[src/rtl/inst_sequencer_pkg.sv]
// Shared definitions for the instruction sequencer: default widths,
// opcode encoding and the positions of the instruction fields.
package inst_sequencer_pkg;

    // Default widths of the instruction memory interface and the repeat counter.
    localparam int INST_MEM_DEPTH = 12;
    localparam int INST_MEM_SIZE  = 32;
    localparam int REPEAT_LENGTH  = 28;

    // The opcode sits in the top nibble of every instruction word.
    localparam int OPCODE_W   = 4;
    localparam int OPCODE_MSB = 31;
    localparam int OPCODE_LSB = 28;

    // REPEAT carries its count in ir[27:0]; JUMP carries its target in ir[11:0].
    localparam int REP_FIELD_W  = 28;
    localparam int JUMP_FIELD_W = 12;

    typedef enum logic [OPCODE_W-1:0] {
        OP_NOP    = 4'd0,
        OP_EXEC   = 4'd1,
        OP_REPEAT = 4'd2,
        OP_JUMP   = 4'd3,
        OP_SYNC   = 4'd4,
        OP_HALT   = 4'd15
    } opcode_e;

endpackage

[src/rtl/inst_sequencer.sv]
// Instruction sequencer: fetches instruction words from an external memory
// with one cycle of read latency, decodes them, and issues EXEC commands to
// the datapath over a valid/ready handshake. Supports repeat counts, jumps,
// a barrier on the neural units draining, halt and an abort input.
module inst_sequencer #(
    parameter int INST_MEM_DEPTH = inst_sequencer_pkg::INST_MEM_DEPTH,
    parameter int INST_MEM_SIZE  = inst_sequencer_pkg::INST_MEM_SIZE,
    parameter int REPEAT_LENGTH  = inst_sequencer_pkg::REPEAT_LENGTH
) (
    input  logic                      clk,
    input  logic                      rst,
    input  logic                      start,
    input  logic [INST_MEM_DEPTH-1:0] start_addr,
    input  logic                      stop,
    output logic                      inst_rd,
    output logic [INST_MEM_DEPTH-1:0] inst_addr,
    input  logic [INST_MEM_SIZE-1:0]  inst_data,
    output logic                      issue_valid,
    input  logic                      issue_ready,
    output logic [INST_MEM_SIZE-1:0]  issue_inst,
    input  logic                      nu_idle,
    output logic                      busy,
    output logic                      done,
    output logic                      err
);

    import inst_sequencer_pkg::*;

    typedef enum logic [1:0] {
        ST_IDLE,
        ST_FETCH,
        ST_MEMWAIT,
        ST_EXECUTE
    } state_t;

    state_t                    state_q, state_d;
    logic [INST_MEM_DEPTH-1:0] pc_q, pc_d;
    logic [INST_MEM_SIZE-1:0]  ir_q, ir_d;
    logic [REPEAT_LENGTH-1:0]  rep_cnt_q, rep_cnt_d;
    logic                      err_q, err_d;

    logic [OPCODE_W-1:0]       opcode;
    logic [INST_MEM_DEPTH-1:0] pc_inc;
    logic                      issue_fire;

    // Field extraction and the sequential successor address (wraps naturally).
    assign opcode     = ir_q[OPCODE_MSB:OPCODE_LSB];
    assign pc_inc     = pc_q + INST_MEM_DEPTH'(1);
    assign issue_fire = issue_valid && issue_ready;

    // Outputs that are pure functions of the registered state. Because they
    // derive from state_q, an asynchronous reset drops them in the same cycle.
    assign inst_addr  = pc_q;
    assign issue_inst = ir_q;
    assign busy       = (state_q != ST_IDLE);
    assign err        = err_q;

    // Next-state and output decode for the fetch/decode/execute loop.
    always_comb begin
        // NOTE: every signal driven here gets a default first, so no path
        // through the case statements can leave one unassigned and infer a latch.
        state_d     = state_q;
        pc_d        = pc_q;
        ir_d        = ir_q;
        rep_cnt_d   = rep_cnt_q;
        err_d       = err_q;
        inst_rd     = 1'b0;
        issue_valid = 1'b0;
        done        = 1'b0;

        unique case (state_q)
            ST_IDLE: begin
                if (start) begin
                    pc_d    = start_addr;
                    err_d   = 1'b0;
                    state_d = ST_FETCH;
                end
            end

            ST_FETCH: begin
                inst_rd = 1'b1;
                state_d = ST_MEMWAIT;
            end

            ST_MEMWAIT: begin
                // Memory returns the word one cycle after the read strobe.
                ir_d    = inst_data;
                state_d = ST_EXECUTE;
            end

            ST_EXECUTE: begin
                unique case (opcode)
                    OP_NOP: begin
                        rep_cnt_d = '0;
                        pc_d      = pc_inc;
                        state_d   = ST_FETCH;
                    end

                    OP_EXEC: begin
                        // ir_q is frozen while in EXECUTE, so the command
                        // stays stable until the datapath takes it.
                        issue_valid = 1'b1;
                        if (issue_fire) begin
                            if (rep_cnt_q > REPEAT_LENGTH'(1)) begin
                                rep_cnt_d = rep_cnt_q - REPEAT_LENGTH'(1);
                            end else begin
                                rep_cnt_d = '0;
                                pc_d      = pc_inc;
                                state_d   = ST_FETCH;
                            end
                        end
                    end

                    OP_REPEAT: begin
                        // Counts of 0 and 1 both yield a single issue, since
                        // the EXEC branch only re-issues while rep_cnt > 1.
                        rep_cnt_d = REPEAT_LENGTH'(ir_q[REP_FIELD_W-1:0]);
                        pc_d      = pc_inc;
                        state_d   = ST_FETCH;
                    end

                    OP_JUMP: begin
                        rep_cnt_d = '0;
                        pc_d      = INST_MEM_DEPTH'(ir_q[JUMP_FIELD_W-1:0]);
                        state_d   = ST_FETCH;
                    end

                    OP_SYNC: begin
                        // Barrier: wait here until every neural unit drains.
                        rep_cnt_d = '0;
                        if (nu_idle) begin
                            pc_d    = pc_inc;
                            state_d = ST_FETCH;
                        end
                    end

                    OP_HALT: begin
                        rep_cnt_d = '0;
                        done      = 1'b1;
                        state_d   = ST_IDLE;
                    end

                    default: begin
                        // Unknown opcode: flag it and abandon the program.
                        rep_cnt_d = '0;
                        err_d     = 1'b1;
                        state_d   = ST_IDLE;
                    end
                endcase
            end

            default: begin
                state_d = ST_IDLE;
            end
        endcase

        // Abort overrides everything: back to IDLE, drop any repeat, keep pc
        // and err as they were, and never report completion.
        if (stop) begin
            state_d   = ST_IDLE;
            pc_d      = pc_q;
            ir_d      = ir_q;
            err_d     = err_q;
            rep_cnt_d = '0;
            done      = 1'b0;
        end
    end

    // State register with asynchronous active-high reset.
    always_ff @(posedge clk or posedge rst) begin
        if (rst) begin
            state_q   <= ST_IDLE;
            pc_q      <= '0;
            ir_q      <= '0;
            rep_cnt_q <= '0;
            err_q     <= 1'b0;
        end else begin
            // NOTE: non-blocking assignments so every register samples the
            // values from before this edge, independent of statement order.
            state_q   <= state_d;
            pc_q      <= pc_d;
            ir_q      <= ir_d;
            rep_cnt_q <= rep_cnt_d;
            err_q     <= err_d;
        end
    end

endmodule

[config.mk]
export PLATFORM = sky130hd
export DESIGN_NAME = inst_sequencer
export DESIGN_NICKNAME = d
export VERILOG_FILES = /design/src/rtl/inst_sequencer_pkg.sv /design/src/rtl/inst_sequencer.sv
export SDC_FILE = /design/constraint.sdc
export NUM_CORES = 1
export LEC_CHECK = 0
export CORE_MARGIN = 8
export CORE_UTILIZATION = 54
export CTS_CLUSTER_DIAMETER = 60
export CTS_CLUSTER_SIZE = 40
export DETAILED_ROUTE_END_ITERATION = 6
export MAX_ROUTING_LAYER = met4
export PLACE_DENSITY_LB_ADDON = 0.3
export SLEW_MARGIN = 20
export SYNTH_ARGS = -nofsm -noshare
export SYNTH_HDL_FRONTEND = slang
export SYNTH_SLANG_ARGS = --single-unit
[constraint.sdc]
create_clock -name clk -period 6.5 [get_ports clk]
set_clock_uncertainty 0.2 [all_clocks]
set_input_delay 1.3 -clock clk [delete_from_list [all_inputs] [get_ports clk]]
set_output_delay 1.3 -clock clk [all_outputs]
set_load 0.02 [all_outputs]
Word-level counts from Yosys, hierarchy flattened
Cells that the tools add are included.

$lt $le $gt $ge: 1. Bitwise logic cells: 1. $mul: 0. Divide/modulo/power cells: 0. Reductions and logical operators: 14. Multiplexer cells: 27. Shift-type cells: 0. Add/subtract/negate cells: 2. Eq/ne operators: 19.

Operator list (number): $mux W28 (4); $pmux W28 S2 (1); $mux W12 (4); $pmux W12 S4 (1); $gt A28 B1 Y1 const B (1); $sub A28 B1 Y28 const B (1); $pmux W12 S2 (1); $ne A3 B3 Y1 const B (5); $add A12 B1 Y12 const B (1); $ne A4 B4 Y1 const B (3); $mux W2 (5); $eq A4 B2 Y1 const B (2); $mux W1 (8); $pmux W2 S4 (1); $reduce_and A4 Y1 (2); $reduce_and A7 Y1 (1); $pmux W2 S3 (1); $reduce_bool A2 Y1 (3); $reduce_or A6 Y1 (1); $ne A5 B3 Y1 const B (1); $eq A2 B2 Y1 const B (2); $eq A4 B1 Y1 const B (1); $eq A4 B3 Y1 const B (1); $eq A4 B4 Y1 const B (1); other kinds (10) (12).

Bits in writable memories: 0. Output and inout port bits: 49. Memories: 0. Memory bits (read-only): 0. Logic and storage cells: 69. Latch bits: 0. Register bits: 75. Input bits: 50.

Logic depth before layout (Yosys ltp)
Gate-level depths: netlist (run 1).

Depth in word-level cells: 8. Gate-level depth with buffers: 9. Depth with buffers taken out: 8.

Worst setup path after synthesis (run 1)
OpenSTA, ideal clock, no wires.

Kind: input to output. From: input port stop. To: output port done. Cell stages on the path: 2. Data required time: 5.000 ns. Path slack: 3.027 ns. Path buffers: 1. Arrival: 1.973 ns. Cells stage by stage: clkbuf_1 nor3_1.

Word-level cells in the longest chain between the ends: 1.

Ends and longest elaborated chain: start, declared (line inst_sequencer.sv:14) `input logic stop,`; $mux W1 (line inst_sequencer.sv:159) `if (stop) begin`; end, declared (line inst_sequencer.sv:23) `output logic done,`.

No other way between the ends.

Worst setup path in the final report (run 1)
From: register state_q[1]. To: output port done.

Word-level cells in the longest chain between the ends: 3.

Ends and longest elaborated chain: start, declared (line inst_sequencer.sv:36) `state_t state_q, state_d;`; start signal, assigned (line inst_sequencer.sv:180) `state_q <= state_d;`; $eq A2 B2 Y1 (line inst_sequencer.sv:71) `unique case (state_q)`; $mux W1 (line inst_sequencer.sv:71); $mux W1 (line inst_sequencer.sv:159).

No other way between the ends.

==> results of run 1 <==
-- where the power goes --
group	internal, µW	switching (µW)
sequential	625	207
clock	227	172
combinational	611	679
-- per-stage QoR --
| stage | cell area (µm²) | hold slack, ps | worst slack (ps) |
|---|---|---|---|
| 2_1_floorplan | 4150 | 279 | 3030 |
| 3_3_place_gp | 5210 | 297 | 2270 |
| 3_5_place_dp | 5210 | 316 | 2170 |
| 4_1_cts | 5430 | 339 | 2200 |
| 5_1_grt | 5440 | 353 | 2020 |
| 6_report | 5440 | 334 | 2200 |
-- path summary, 6_finish.rpt --
path | to | slack (ps) | cells past startpoint
setup / recovery | done | 2200 | 4
min in group asynchronous | issue_inst[31]$_DFFE_PP0P_ | 1340 | 3
hold / removal | err$_DFFE_PP0P_ | 330 | 2
max in group asynchronous | inst_addr[11]$_DFFE_PP0P_ | 4110 | 3
setup reg to reg | rep_cnt_q[26]$_DFFE_PP0P_ | 2720 | 6
hold reg to reg | err$_DFFE_PP0P_ | 330 | 2
-- layer usage --
metal,vias to the layer above,GRT usage,wire length (µm)
li1,1778,-,-
met1,1870,0.259,4720
met5,-,-,0
met4,0,0.0755,196
met3,20,0.0440,848
met2,189,0.356,5760
-- Yosys cell counts (4+ instances only) --
cell                        n  area [µm²]
sky130_fd_sc_hd__dfrtp_1   75        1880
sky130_fd_sc_hd__nand2_1   36         135
sky130_fd_sc_hd__nor2_1    34         128
sky130_fd_sc_hd__mux2_2    33         372
sky130_fd_sc_hd__a21oi_1   22         110
sky130_fd_sc_hd__o21ai_0   22         110
sky130_fd_sc_hd__inv_1     18        67.6
sky130_fd_sc_hd__clkbuf_1  16        60.1
sky130_fd_sc_hd__nor3_1    14        70.1
sky130_fd_sc_hd__nor4_1    14        87.6
sky130_fd_sc_hd__o22ai_1   11        68.8
sky130_fd_sc_hd__ha_1       8         100
sky130_fd_sc_hd__a22oi_1    7        52.6
sky130_fd_sc_hd__nand3_1    7        35.0
sky130_fd_sc_hd__o211ai_1   7        52.6
sky130_fd_sc_hd__a32oi_1    6        52.6
sky130_fd_sc_hd__mux2i_1    6        60.1
sky130_fd_sc_hd__nand4_1    6        37.5
sky130_fd_sc_hd__o21ai_1    6        30.0
sky130_fd_sc_hd__xor2_1     6        52.6
sky130_fd_sc_hd__a221o_1    5        50.1
sky130_fd_sc_hd__and3_1     5        31.3
sky130_fd_sc_hd__a31oi_1    4        25.0
sky130_fd_sc_hd__nor3b_1    4        30.0
sky130_fd_sc_hd__o21a_1     4        30.0
-- flip-flops by register name, indices dropped and copies added, names as in the netlist --
name,cells
err,1
issue_inst,32
inst_addr,12
rep_cnt_q,28
state_q,2
-- cell type report --
cell class	instances	area (µm²)
Fill cell	577	2170
Multi-Input combinational cell	314	2130
Clock inverter	4	73.8
Inverter	18	67.6
Sequential cell	75	1880
Timing Repair Buffer	103	1020
Clock buffer	12	145
Tap cell	102	128
-- cell families after synthesis --
| family | count (synthesis) | share of synthesized area |
|---|---|---|
| XOR/XNOR | 9 | 0.0190 |
| buffers and inverters | 41 | 0.0389 |
| flip-flops | 75 | 0.452 |
| multiplexers | 39 | 0.104 |
| adder cells (fa/ha/maj) | 8 | 0.0241 |
| AO/OA/AOI/OAI | 117 | 0.187 |
| AND/OR/NAND/NOR | 141 | 0.175 |
-- worst reg2reg max path, delay by kind of cell (launching register included) --
family             cells  cell delay [ps]
and+or+nand+nor        4             2490
AOI/OAI and AO/OA      2              490
DFF                    1              470
==> summary.md, run 1 <==
| Metric | Value |
|---|---|
| Layout cell share with drive strength beyond 1 | `0.118` |
| Highest-delay cell along the critical path | `sky130_fd_sc_hd__ha_1` |
| Worst flop-to-flop path startpoint | `issue_inst[29]$_DFFE_PP0P_` |
| Diode insertion count for antenna repair | `0` |
| Final weighted congestion in routability-driven placement | `0.850` |
| Sum of net half-perimeters after detailed placement | `8.27 mm` |
| Final nets | `579` |
| CTS tree | `built` |
| Power density over the cells | `464 nW/µm²` |
| Sequential share of the synthesized area | `0.452` |
| Number of unique standard cell types used by synthesis | `53` |
| Max Root-Sink Buffers | `2` |
| Iteration count of the initial detailed-routing pass | `5` |
| CTS Buf Count | `9` |
| Maximum fanout along the worst path | `23` |
| Initial standard-cell utilization of the core | `0.546` |
| Number of warnings issued by yosys | `0` |
| Top FF cell, synth | `sky130_fd_sc_hd__dfrtp_1` |
| Tightest Pin Transition | `1070 ps` |
| Largest voltage drop on the vdd net | `268 µV` |
| Number of buffers added for setup after CTS | `0` |
| Drt drc | `0` |
| Worst setup path category | `flip-flop to output pin` |
| Total number of vias | `3,857` |
| Net count after synthesis | `488` |
| Kind of capture point of the worst setup path | `output pin` |
| Sum of negative setup slack | `0 ps` |
| Core Region | `7610 µm²` |
| Number of hold buffers added after CTS | `0` |
| CP Launch Type | `flip-flop` |
| Clk pin slew, worst setup/hold paths | `80 ps` |
| RSZ-0062 raised after global routing | `no` |
| Post-detailed-routing wire length | `11.5 mm` |
| Source-to-sink clock delay at the later pin of the worst-skew pair | `350 ps` |
| Grt ovf | `0` |
| Number of levels the H-tree was split into | `3` |
| First-pass GRT wire length | `18.9 mm` |
| CP startpoint | `state_q[1]$_DFFE_PP0P_` |
| FP Rows | `32` |
| Routed via count divided by cell count | `6.14` |
| Required @ worst endpoint | `5000 ps` |
| Gate Count Post-Synth | `430` |
| Number of antenna violations at the first check in global routing | `0` |
| Final core utilization | `0.715` |
| Crit-path max cell delay | `790 ps` |
| Post-synthesis instance area | `4150 µm²` |
| Number of buffers and inverters on the critical path | `2` |
| Number of enable-type register cells in the synthesized netlist | `0` |
| Average wire per standard cell | `18.4 µm` |
| Aggregate global-route resource usage | `0.216` |
| Leakage dissipation | `0.00224 µW` |
| Async SR Flop Fraction | `1.00` |
| Layout-stage area growth over the synthesis result | `30.9%` |
| Die boundary width | `104 µm` |
| Critical path, cell by cell | `ha_1 -> inv_1 -> nor3_1 -> clkdlybuf4s50_1` |
| Die span in y | `104 µm` |
| Number of primary I/O pins | `99` |
| Final Power | `2520 µW` |
| Arrival time at the worst endpoint | `2800 ps` |
| Number of DRC markers in iteration 0 | `195` |
| Min-Delay Startpoint | `err$_DFFE_PP0P_` |
| Clock root buffer | `sky130_fd_sc_hd__clkbuf_8` |
| Commonest cells after routing, fill and taps aside | `sky130_fd_sc_hd__clkdlybuf4s50_1, sky130_fd_sc_hd__dfrtp_1, sky130_fd_sc_hd__nand2_1` |
| Top cell family by delay on the critical path | `buffers and inverters` |
| Outcome | `finished, final reports clean` |
| Placed instance count | `612` |
| Hold crit path type | `flip-flop to flip-flop` |
| Most frequent standard cell in the layout excluding fill and tap cells | `sky130_fd_sc_hd__clkdlybuf4s50_1` |
| Shortest clock period the worst path allows after layout | `4300 ps` |
| Hold violation total from the final report | `0` |
| Max Freq | `233 MHz` |
| Die outline area | `10,800 µm²` |
| Number of global-route vias before repair | `3,842` |
| Share of the cycle needed by the critical path after routing | `0.661` |
| Total count of max-transition violations in the final report | `0` |
| Port bufs | `98` |
| Count of antenna-violating nets left after detailed routing | `0` |
| Count of final setup violators | `0` |
| Largest net degree at the start of global routing | `76` |
| Post-synthesis register bit count | `75` |
| CTS Sinks | `75` |
| Max-cap viol count | `0` |
| Fin cells | `628` |
| Number of instances resized during post-cts repair | `0` |
| Mean Syn Cell Area | `9.66 µm²` |
| Worst slew margin relative to its limit | `0.285` |
(Power assumes the default switching activity.)
==> run 2: changes to the inputs <==
--- a/config.mk
+++ b/config.mk
@@ -6,7 +6,7 @@
 export NUM_CORES = 1
 export LEC_CHECK = 0
 export CORE_MARGIN = 8
-export CORE_UTILIZATION = 54
+export CORE_UTILIZATION = 45
 export CTS_CLUSTER_DIAMETER = 60
 export CTS_CLUSTER_SIZE = 40
 export DETAILED_ROUTE_END_ITERATION = 6
==> constraint.sdc (replaced) <==
create_clock -name clk -period 3.7 [get_ports clk]
set_clock_uncertainty 0.2 [all_clocks]
set_input_delay 0.74 -clock clk [delete_from_list [all_inputs] [get_ports clk]]
set_output_delay 0.74 -clock clk [all_outputs]
set_load 0.02 [all_outputs]
==> run 2 against run 1 <==
Compared with the run above:
- global-route usage fell by 2.5 points
- critical path type unchanged
- sequential power rose by 75%
- wire length rose by 1.4%
- clock power rose by 76%
- total power rose by 77%
- register-to-register slack got worse by 2400 ps
- core utilization fell by 11 points
- first-iteration DRC count rose by 11%
- final cell count rose by 2.9%
- final area rose by 1.5%
- via count rose by 0.80%
==> summary.md, run 2 (same netlist as run 1, synthesis figures left out) <==
| Metric | Value |
|---|---|
| Outcome | `finished, final reports clean` |
| Number of buffers and inverters on the critical path | `1` |
| Count of final setup violators | `0` |
| Final nets | `588` |
| Routed via count divided by cell count | `6.02` |
| Crit path to | `issue_valid` |
| Clk pin slew, worst setup/hold paths | `80 ps` |
| Post-Place Setup Slack | `449 ps` |
| Worst slew margin relative to its limit | `0.245` |
| Shortest clock period the worst path allows after layout | `3450 ps` |
| Final weighted congestion in routability-driven placement | `0.821` |
| Filler cell count in the final layout | `786` |
| Largest register FFs | `32` |
| Core Region | `9110 µm²` |
| Die boundary width | `112 µm` |
| Kind of capture point of the worst setup path | `output pin` |
| Number of antenna violations at the first check in global routing | `0` |
| Tightest Pin Transition | `1130 ps` |
| Post-detailed-routing wire length | `11.7 mm` |
| Source-to-sink clock delay at the later pin of the worst-skew pair | `350 ps` |
| Total count of max-transition violations in the final report | `0` |
| Layout cell share with drive strength beyond 1 | `0.135` |
| Worst flop-to-flop path startpoint | `rep_cnt_q[15]$_DFFE_PP0P_` |
| Grt ovf | `0` |
| Number of levels the H-tree was split into | `3` |
| Most frequent standard cell in the layout excluding fill and tap cells | `sky130_fd_sc_hd__clkdlybuf4s50_1` |
| Layout-stage area growth over the synthesis result | `32.9%` |
| Share of the cycle needed by the critical path after routing | `0.932` |
| CTS Buf Count | `9` |
| Diode insertion count for antenna repair | `0` |
| Power density over the cells | `809 nW/µm²` |
| Number of global-route vias before repair | `3,879` |
| Number of DRC markers in iteration 0 | `217` |
| Maximum fanout along the worst path | `12` |
| RSZ-0062 raised after global routing | `no` |
| Top cell family by delay on the critical path | `simple AND/OR/NAND/NOR gates` |
| Largest voltage drop on the vdd net | `413 µV` |
| First-pass GRT wire length | `19.2 mm` |
| Reg2reg setup slack | `360 ps` |
| Arrival time at the worst endpoint | `2510 ps` |
| Fin worst setup slack | `253 ps` |
| Required @ worst endpoint | `2760 ps` |
| Max Freq | `290 MHz` |
| Placed instance area | `5300 µm²` |
| Clock root buffer | `sky130_fd_sc_hd__clkbuf_8` |
| Iteration count of the initial detailed-routing pass | `5` |
| Hold crit path type | `flip-flop to flip-flop` |
| FP Rows | `35` |
| Number of hold buffers added after CTS | `0` |
| Endpoint of the worst register-to-register path | `rep_cnt_q[23]$_DFFE_PP0P_` |
| Final Instance Area | `5520 µm²` |
| Initial standard-cell utilization of the core | `0.456` |
| CTS tree | `built` |
| Sum of net half-perimeters after detailed placement | `8.35 mm` |
| CTS Sinks | `75` |
| CP startpoint | `issue_inst[29]$_DFFE_PP0P_` |
| Drt drc | `0` |
| Total number of vias | `3,888` |
| Number of instances resized during post-cts repair | `0` |
| Largest net degree at the start of global routing | `31` |
| Area of combinational cells with multiple inputs | `2130 µm²` |
| Critical path, cell by cell | `or4b_2 -> nor2_1 -> clkdlybuf4s50_1` |
| Final Hold Slack | `315 ps` |
| Aggregate global-route resource usage | `0.191` |
| Worst R2R Path Depth | `7` |
| Commonest cells after routing, fill and taps aside | `sky130_fd_sc_hd__clkdlybuf4s50_1, sky130_fd_sc_hd__dfrtp_1, sky130_fd_sc_hd__nand2_1` |
| Highest-delay cell along the critical path | `sky130_fd_sc_hd__or4b_2` |
| Crit-path max cell delay | `890 ps` |
| Average wire per standard cell | `18.1 µm` |
| Number of primary I/O pins | `99` |
| Count of antenna-violating nets left after detailed routing | `0` |
| CP Launch Type | `flip-flop` |
| Port bufs | `98` |
| Flip-flop and latch area | `1880 µm²` |
| Max Root-Sink Buffers | `2` |
| Die outline area | `12,600 µm²` |
| Instance count on the critical path | `3` |
| Hold violation total from the final report | `0` |
| Sum of negative setup slack | `0 ps` |
| Die span in y | `112 µm` |
| Worst setup path category | `flip-flop to output pin` |
| Number of buffers added for setup after CTS | `0` |
| Leakage dissipation | `0.00227 µW` |
| Max-cap viol count | `0` |
-- run 2: changes by cell type in the layout (fill, tap and decap cells not counted) --
cell	previous run	this run
sky130_fd_sc_hd__buf_4	5	14
sky130_fd_sc_hd__clkbuf_1	2	1
sky130_fd_sc_hd__clkbuf_8	10	9
sky130_fd_sc_hd__clkinv_4	1	0
sky130_fd_sc_hd__clkinvlp_4	0	2
sky130_fd_sc_hd__inv_6	0	1
sky130_fd_sc_hd__nor2b_2	1	0
sky130_fd_sc_hd__nor2b_4	0	1
-- run 2: cell type report --
| cell class | instances | share of cell area |
|---|---|---|
| clock buffers | 10 | 0.0231 |
| inverters | 18 | 0.0122 |
| flip-flops and latches | 75 | 0.340 |
| well taps | 111 | 0.0252 |
| multi-input cells | 314 | 0.387 |
| clock inverters | 6 | 0.0161 |
| repair buffers | 112 | 0.197 |
-- run 2: worst min-delay path by stage --
stage / from / to / slack (ps) / cells after the start
finish: err$_DFFE_PP0P_ / err$_DFFE_PP0P_ / 310 / 2
global route: err$_DFFE_PP0P_ / err$_DFFE_PP0P_ / 340 / 2
CTS: err$_DFFE_PP0P_ / err$_DFFE_PP0P_ / 310 / 2
detailed placement: err$_DFFE_PP0P_ / err$_DFFE_PP0P_ / 290 / 2
global placement: rep_cnt_q[27]$_DFFE_PP0P_ / rep_cnt_q[27]$_DFFE_PP0P_ / 300 / 1
floorplan: rep_cnt_q[27]$_DFFE_PP0P_ / rep_cnt_q[27]$_DFFE_PP0P_ / 280 / 1
-- run 2: metrics by stage --
step / cells / power, µW / util
after CTS: 646 / 4480 / 0.605
after global routing: 646 / 4740 / 0.606
after detailed placement: 630 / 3760 / 0.582
after floorplan: 430 / 2810 / -
final: 646 / 4460 / 0.606
after global placement: 630 / 3710 / 0.582
-- run 2: worst register-to-register path, stage by stage, from the launching register on --
cell                      delay [ps]
sky130_fd_sc_hd__dfrtp_1         450
sky130_fd_sc_hd__or4_4           570
sky130_fd_sc_hd__or4_4           490
sky130_fd_sc_hd__nor4_4          610
sky130_fd_sc_hd__or3_1           190
sky130_fd_sc_hd__buf_4           260
sky130_fd_sc_hd__o21ai_1         120
sky130_fd_sc_hd__a221o_1         330
-- run 2: routing by layer --
layer	GRT usage	vias to the layer above	part of all wire
met4	0.0612	0	0.014
met1	0.233	1902	0.43
met5	-	-	0
met2	0.307	155	0.49
li1	-	1812	-
met3	0.0472	19	0.063
-- run 2: power breakdown --
group	internal [µW]	switching, µW
Clock	381	321
Sequential	1100	365
Combinational	1110	1190
